`config.mk`:
```
export PLATFORM = sky130hd
export DESIGN_NAME = cpu_program_loader
export DESIGN_NICKNAME = d
export VERILOG_FILES = /design/src/rtl/cpu_program_loader.sv
export SDC_FILE = /design/constraint.sdc
export NUM_CORES = 1
export LEC_CHECK = 0
export CAP_MARGIN = 20
export CORE_MARGIN = 2
export CORE_UTILIZATION = 57
export CTS_CLUSTER_SIZE = 10
export DETAILED_ROUTE_END_ITERATION = 6
export PLACE_DENSITY = 0.84
export SYNTH_ARGS = -nofsm -noshare
export SYNTH_HDL_FRONTEND = slang
export SYNTH_SLANG_ARGS = --single-unit
```
`constraint.sdc`:
```
create_clock -name clk -period 2.7 [get_ports clk]
set_clock_uncertainty 0.1 [all_clocks]
set_input_delay 0.675 -clock clk [delete_from_list [all_inputs] [get_ports clk]]
set_output_delay 0.675 -clock clk [all_outputs]
set_load 0.01 [all_outputs]
```
`src/rtl/cpu_program_loader.sv`:
```
// -----------------------------------------------------------------------------
// cpu_program_loader
//
// Receives a byte-serial program image and writes it into the cpu's
// instruction memory. The cpu is held in reset while a frame is loading and is
// released only after a frame whose checksum matches.
//
// Frame layout: A5, LEN_LO, LEN_HI, N x (word low byte, word high byte),
// checksum. The checksum is the XOR of the word bytes only.
//
// Ports
//   clk              : single clock, rising edge
//   rst              : asynchronous reset, active low
//   in_valid         : a byte is offered on in_data
//   in_data          : loader stream byte
//   in_ready         : byte is accepted (1 whenever out of reset)
//   mem_write_enable : one-cycle instruction memory write strobe
//   mem_write_addr   : instruction word address (held between writes)
//   mem_write_data   : instruction word (held between writes)
//   cpu_rst          : active-high reset to the cpu
//   loaded           : last frame completed with a good checksum
//   error            : last frame was rejected (bad length or checksum)
// -----------------------------------------------------------------------------
module cpu_program_loader #(
   parameter int INSTRUCTION_WIDTH    = 16,
   parameter int INSTRUCTION_MEM_SIZE = 1024,
   parameter int ADDR_WIDTH           = $clog2(INSTRUCTION_MEM_SIZE)
) (
   input  logic                         clk,
   input  logic                         rst,
   input  logic                         in_valid,
   input  logic [7:0]                   in_data,
   output logic                         in_ready,
   output logic                         mem_write_enable,
   output logic [ADDR_WIDTH-1:0]        mem_write_addr,
   output logic [INSTRUCTION_WIDTH-1:0] mem_write_data,
   output logic                         cpu_rst,
   output logic                         loaded,
   output logic                         error
);

   typedef enum logic [2:0] {
      IDLE, LEN_LO, LEN_HI, DATA_LO, DATA_HI, CHECK, RUN, ERROR
   } state_t;

   localparam logic [7:0]  SYNC_BYTE = 8'hA5;
   // One extra bit so the counter can reach INSTRUCTION_MEM_SIZE without wrapping.
   localparam int          CNT_W     = ADDR_WIDTH + 1;
   localparam logic [16:0] MEM_SIZE  = 17'(INSTRUCTION_MEM_SIZE);

   state_t                 state_q, state_d;
   logic [15:0]            frame_len_q, frame_len_d;
   logic [7:0]             len_lo_q, len_lo_d;
   logic [7:0]             data_lo_q, data_lo_d;
   logic [CNT_W-1:0]       word_cnt_q, word_cnt_d;
   logic [7:0]             csum_q, csum_d;
   logic                   cpu_rst_d, loaded_d, error_d, we_d;
   logic [ADDR_WIDTH-1:0]  addr_d;
   logic [INSTRUCTION_WIDTH-1:0] data_d;

   logic                   accept;
   logic                   sync_seen;
   logic [15:0]            len_full;
   logic                   len_bad;
   logic                   last_word;

   assign in_ready  = rst;
   assign accept    = in_valid && in_ready;
   assign sync_seen = accept && (in_data == SYNC_BYTE);
   assign len_full  = {in_data, len_lo_q};
   assign len_bad   = (len_full == '0) || ({1'b0, len_full} > MEM_SIZE);
   assign last_word = (16'(word_cnt_q) + 16'd1) == frame_len_q;

   // State register
   always_ff @(posedge clk or negedge rst) begin
      if (!rst) begin
         state_q <= IDLE;
      end else begin
         // NOTE: sequential state uses non-blocking assignment so every register
         // samples pre-edge values regardless of statement order.
         state_q <= state_d;
      end
   end

   // Next-state logic
   always_comb begin
      // NOTE: default first so no path through the case leaves state_d unassigned
      // (which would infer a latch).
      state_d = state_q;
      case (state_q)
         IDLE, RUN, ERROR: if (sync_seen) state_d = LEN_LO;
         LEN_LO:           if (accept) state_d = LEN_HI;
         LEN_HI:           if (accept) state_d = len_bad ? ERROR : DATA_LO;
         DATA_LO:          if (accept) state_d = DATA_HI;
         DATA_HI:          if (accept) state_d = last_word ? CHECK : DATA_LO;
         CHECK:            if (accept) state_d = (csum_q == in_data) ? RUN : ERROR;
         default:          state_d = IDLE;
      endcase
   end

   // Output / datapath next values
   always_comb begin
      frame_len_d = frame_len_q;
      len_lo_d    = len_lo_q;
      data_lo_d   = data_lo_q;
      word_cnt_d  = word_cnt_q;
      csum_d      = csum_q;
      cpu_rst_d   = cpu_rst;
      loaded_d    = loaded;
      error_d     = error;
      we_d        = 1'b0;
      addr_d      = mem_write_addr;
      data_d      = mem_write_data;
      case (state_q)
         IDLE, RUN, ERROR: begin
            if (sync_seen) begin
               cpu_rst_d  = 1'b1;
               loaded_d   = 1'b0;
               error_d    = 1'b0;
               word_cnt_d = '0;
               csum_d     = '0;
            end
         end
         LEN_LO: if (accept) len_lo_d = in_data;
         LEN_HI: begin
            if (accept) begin
               frame_len_d = len_full;
               if (len_bad) begin
                  error_d   = 1'b1;
                  cpu_rst_d = 1'b1;
               end
            end
         end
         DATA_LO: begin
            if (accept) begin
               data_lo_d = in_data;
               csum_d    = csum_q ^ in_data;
            end
         end
         DATA_HI: begin
            if (accept) begin
               csum_d     = csum_q ^ in_data;
               we_d       = 1'b1;
               addr_d     = word_cnt_q[ADDR_WIDTH-1:0];
               data_d     = INSTRUCTION_WIDTH'({in_data, data_lo_q});
               // Bounded by frame_len <= INSTRUCTION_MEM_SIZE, so it cannot wrap.
               word_cnt_d = word_cnt_q + 1'b1;
            end
         end
         CHECK: begin
            if (accept) begin
               if (csum_q == in_data) begin
                  cpu_rst_d = 1'b0;
                  loaded_d  = 1'b1;
               end else begin
                  error_d   = 1'b1;
                  cpu_rst_d = 1'b1;
               end
            end
         end
         default: ;
      endcase
   end

   // Datapath and output registers
   always_ff @(posedge clk or negedge rst) begin
      if (!rst) begin
         frame_len_q      <= '0;
         len_lo_q         <= '0;
         data_lo_q        <= '0;
         word_cnt_q       <= '0;
         csum_q           <= '0;
         cpu_rst          <= 1'b1;
         loaded           <= 1'b0;
         error            <= 1'b0;
         mem_write_enable <= 1'b0;
         mem_write_addr   <= '0;
         mem_write_data   <= '0;
      end else begin
         frame_len_q      <= frame_len_d;
         len_lo_q         <= len_lo_d;
         data_lo_q        <= data_lo_d;
         word_cnt_q       <= word_cnt_d;
         csum_q           <= csum_d;
         cpu_rst          <= cpu_rst_d;
         loaded           <= loaded_d;
         error            <= error_d;
         mem_write_enable <= we_d;
         mem_write_addr   <= addr_d;
         mem_write_data   <= data_d;
      end
   end

endmodule

```
# After elaboration in Yosys (flattened, before gate mapping)
# Cells that the tools add are included.
[word_totals]
reg_bits = 84
output_inout_bits = 31
inputBits = 11
[op_classes]
magnitude_cmp = 1
bitwise = 1
n_mux = 31
n_eq_ne = 20
n_addsub = 2
n_reduce_logical = 21
[op_table]
columns = ["operator", "count"]
rows = [
  ["$mux W3", 8],
  ["$mux W11", 2],
  ["$pmux W11 S2", 1],
  ["$ne A2 B2 Y1 const B", 9],
  ["$pmux W3 S6", 1],
  ["$eq A12 B16 Y1", 1],
  ["$gt A16 B11 Y1 const B", 1],
  ["$logic_not A16 Y1", 1],
  ["$mux W8", 2],
  ["$pmux W8 S2", 1],
  ["$mux W1", 13],
  ["$add A11 B1 Y12 const B", 1],
  ["$eq A3 B3 Y1 const B", 4],
  ["$reduce_and A6 Y1", 2],
  ["$add A11 B1 Y11 const B", 1],
  ["$eq A8 B8 Y1", 1],
  ["$eq A8 B8 Y1 const B", 1],
  ["$reduce_and A2 Y1", 4],
  ["$xor A8 B8 Y8", 1],
  ["$eq A3 B2 Y1 const B", 2],
  ["$pmux W1 S3", 2],
  ["$reduce_and A3 Y1", 2],
  ["$reduce_bool A2 Y1", 3],
  ["$reduce_and A5 Y1", 1],
  ["other kinds (10)", 11],
]

# Depth between registers and ports, before layout
# Gate-level depths: netlist of the first run.
[logic_depth]
ltp_word = 5
depth_mapped = 8
ltp_nobuf = 7

# Least setup slack after synthesis of the first run
# Ideal clock, no wire load.
[synth_path]
kind = "input-to-reg"
startpoint = "in in_data[1]"
endpoint = "reg cpu_rst"
path_slack_ps = 397
t_required_ps = 2517
setup_ps = 83
cell_stages = 7
t_arrival_ps = 2120
cell_sequence = "buf_4 -> nor4_1 -> nand3_1 -> xnor2_1 -> nor4b_1 -> a21oi_1 -> o311a_1"
[synth_via]
elab_chain_cells = 4
elab_cells_between_ends = 12
[synth_lines]
columns = ["element", "line", "rtl"]
rows = [
  ["from (decl)", "32", "input logic [7:0] in_data,"],
  ["$gt A16 B11 Y1 (tied with other cells)", "71", "assign len_bad = (len_full == '0) || ({1'b0, len_full} > MEM_SIZE);"],
  ["$logic_or A1 B1 Y1 (tied with other cells)", "71", ""],
  ["$ne A2 B2 Y1 (no line) or $mux W1 (tied branches)", "--", ""],
  ["$reduce_and A5 Y1 (no line) or $pmux W1 S3 (tied branches)", "--", ""],
  ["to (signal assigned)", "185", "cpu_rst <= cpu_rst_d;"],
  ["to (decl)", "37", "output logic cpu_rst,"],
]
# Parallel ways exist; a longest one is shown, timed or not. The select of a mux whose other input is x is not followed.
# A chain may end at the register's enable or synchronous reset.

# Worst setup path in the final report of the first run
[layout_path]
startpoint = "in in_data[7]"
endpoint = "reg word_cnt_q[2]"
[layout_via]
elab_chain_cells = 4
[layout_lines]
columns = ["element", "line", "rtl"]
rows = [
  ["$eq A8 B8 Y1", "69", "assign sync_seen = accept && (in_data == SYNC_BYTE);"],
  ["$logic_and A1 B1 Y1", "69", ""],
  ["$ne A2 B2 Y1 (no line)", "--", ""],
  ["$reduce_and A3 Y1 (no line)", "--", ""],
  ["to (signal assigned)", "183", "word_cnt_q <= word_cnt_d;"],
  ["to (decl)", "55", "logic [CNT_W-1:0] word_cnt_q, word_cnt_d;"],
]
# No other way between the ends.

==> results of run 1 <==
[final timing paths]
kind	start	endpoint	depth (start not counted)
max	in_data[7]	word_cnt_q[2]	8
min	rst	mem_write_addr[1]	2
max reg2reg	word_cnt_q[1]	state_q[1]	7
min reg2reg	mem_write_data[15]	mem_write_data[15]	2
max in group asynchronous	rst	frame_len_q[8]	3
min in group clk	mem_write_data[15]	mem_write_data[15]	2
[state kept, by name (all words and copies together) (netlist names), 3 cells and up]
register        flops
frame_len_q        16
mem_write_data     16
len_lo_q            8
csum_q              8
mem_write_addr     10
state_q             3
data_lo_q           8
word_cnt_q         11
[worst max-delay path, cell delays in order]
cell,delay [ns]
clkdlybuf4s50_1,0.56
and4b_1,0.20
and3_1,0.17
a21oi_1,0.09
or3_1,0.37
buf_4,0.19
o21ai_0,0.18
o21ai_0,0.13
[power groups by stage]
stage / Sequential, µW / Combinational [µW] / Clock, µW
after CTS: 2040 / 1670 / 949
after global placement: 2030 / 1590 / 0
after global routing: 2090 / 1820 / 995
after floorplan: 2010 / 1060 / 0
after detailed placement: 2060 / 1660 / 0
final: 2040 / 1670 / 929
[Yosys cell counts, drive strengths merged (3+ instances only)]
| cell type | count |
|---|---|
| a21oi | 7 |
| and3 | 5 |
| buf | 16 |
| clkbuf | 10 |
| dfrtp | 83 |
| mux2 | 32 |
| nand2 | 105 |
| nand3 | 6 |
| nand4 | 3 |
| nor2 | 29 |
| nor2b | 6 |
| nor3 | 9 |
| nor4 | 3 |
| o21ai | 38 |
| o31ai | 4 |
| xnor2 | 17 |
| xor2 | 10 |
[per-layer routing]
layer  wire length (µm)  up-vias  track usage, %  share of wire, %
li1                   -     1494               -                 -
met1               3820     1584            33.2                41
met2               4720      106            42.5                51
met3                555       20            7.00               6.0
met4                213        0            9.92               2.3
met5                  0        -               0                 0
[per-stage QoR]
stage	TNS, ns	worst slack, ns
finish	0	0.259
floorplan	0	0.397
CTS	0	0.303
global placement	-0.0278	-0.0278
detailed placement	-0.130	-0.0794
global route	0	0.127
[layout by cell type (no fill, tap or decap), types with 2 or more instances in the layout]
master           instances
nor2_1                  26
clkdlybuf4s50_1         40
clkbuf_8                 9
and4_1                   2
inv_6                    3
nor4_1                   3
nor2_2                   3
o21ai_0                 26
nand2_1                105
nand3_1                  6
o21ai_1                 11
and3_1                   5
xor2_1                   9
or3_1                    2
nor2b_1                  6
a31oi_1                  2
nor3_1                   8
a21oi_1                  7
buf_4                   28
nand4_1                  3
xnor2_1                 17
mux2_2                  32
o31ai_1                  4
dfrtp_1                 83
a21o_1                   2
[final cells by class]
class,instances,area [µm²]
sequential,84,2100
fill,506,1960
multi-input combinational,301,1810
timing repair buffer,69,631
clock buffer,9,124
tap,96,120
clock inverter,7,80.1
inverter,2,7.51
[cells by family (layout without fill, tap and decap cells)]
group | count (synthesis) | after routing
AO/OA/AOI/OAI | 63 | 63
XOR/XNOR | 27 | 27
adder cells (fa/ha/maj) | 1 | 1
buffers and inverters | 28 | 87
flip-flops | 84 | 84
multiplexers | 33 | 33
AND/OR/NAND/NOR | 177 | 177
==> results.json, run 1 <==
{
  "outcome": "finished, final reports clean",
  "grt_max_degree": 68,
  "ir_drop_uv": 637,
  "drive_above_1_share_pct": 19.1,
  "ant_nets": 0,
  "maxSlewHeadroom_pct": 45.7,
  "syn_area_um2": 4040,
  "gp_congestion": 0.855,
  "vias": 3204,
  "clock-sinks": 84,
  "netlist_instances": 413,
  "synth_nets": 425,
  "grt_pass1_vias": 3129,
  "final_nets": 479,
  "finalNonFillerCells": 568,
  "p_leak_uw": 0.00223,
  "die_area_um2": 7780,
  "cp_max_fo": 11,
  "fmaxAchievable_mhz": 410,
  "synth_seq_cells": 84,
  "yosys.area.top_type": "dfrtp_1",
  "whs_ns": 0.202,
  "cp-start-kind": "input pin",
  "hold_buffers": 0,
  "rsz0062_at_grt": "no",
  "post-route-util_pct": 71.3,
  "ys_types": 52,
  "grt_pass1_wl_mm": 15.2,
  "wl_per_cell_um": 16.4,
  "internal_power_uw": 3000,
  "hold_violations": 0,
  "synth_seq_area_share_pct": 52.0,
  "critPathCaptureType": "flop",
  "placed_area_um2": 4670,
  "routed_wl_mm": 9.31,
  "grt_antenna_before_repair": 0,
  "ys.flop_type": "dfrtp_1",
  "insertedDiodeCount": 0,
  "setup_viol": 0,
  "synth_fa_ha_area_share_pct": 0.309,
  "layout_min_cycle_time_ns": 2.44,
  "hold_path.class": "in2async",
  "synth-xor-area-share_pct": 6.03,
  "clkLatencyLatePin_ns": 0.37,
  "htree_levels": 3,
  "grt.total_usage_pct": 25.9,
  "avgSynthCellArea_um2": 9.79,
  "swShare_pct": 35.4,
  "powerDensity_nw_per_um2": 952,
  "synthSimpleGateAreaFrac_pct": 19.4,
  "synth.area.top_cells": "dfrtp_1, nand2_1, mux2_2, xnor2_1, o21ai_0",
  "ys_warn_count": 0,
  "cts_buffers": 9,
  "syn_to_final_growth_pct": 20.5,
  "cts_resized": 0,
  "pwr-share-clk_pct": 20.0,
  "p_seq_share_pct": 44.0,
  "drtPass1Iterations": 4,
  "port_buffers": 41,
  "synth-edff-count": 0,
  "comb_power_share_pct": 36.0,
  "ios": 42,
  "core-area_um2": 6830,
  "tightestPinTransition_ns": 0.814,
  "place_hpwl_mm": 6.69,
  "p_total_uw": 4640,
  "synth_top_family_by_area": "simple AND/OR/NAND/NOR gates",
  "cts-root-buf": "clkbuf_8",
  "switchingPower_uw": 1640,
  "crit_type": "in2reg",
  "grt_overflow": 0,
  "slew_viol_final": 0,
  "placed_cells": 552,
  "via_per_inst": 5.64,
  "muxShareOfSynthArea_pct": 9.47,
  "initial_utilization_pct": 59.2,
  "maxCapViolCount": 0,
  "worst_ep_arrival_time_ns": 2.57,
  "fin_crit_sh_pct": 90.4,
  "cts.path.max_buffers": 2,
  "rrSetupSlack_ns": 0.27,
  "cp.required_ns": 2.83,
  "remaining_drc_errors": 0,
  "drt_iter0_drc": 175,
  "synth_top_area_share_pct": 51.4,
  "die_h_um": 88.2,
  "async_reset_ff_share_pct": 100,
  "design_area_um2": 4870,
  "synth_compound_area_share_pct": 9.47,
  "die_x_um": 88.2,
  "path_clk_slew_ns": 0.08,
  "fp-row-count": 30,
  "cts_tree": "yes",
  "cts_setup_buffers": 0
}
Note: power is estimated with default switching activity, not from simulation.
==> run 2: changes to the inputs <==
- HOLD_SLACK_MARGIN: not set -> 0.03
==> results of run 2 <==
Final layout, timing and power as in run 1 (identical DEF).
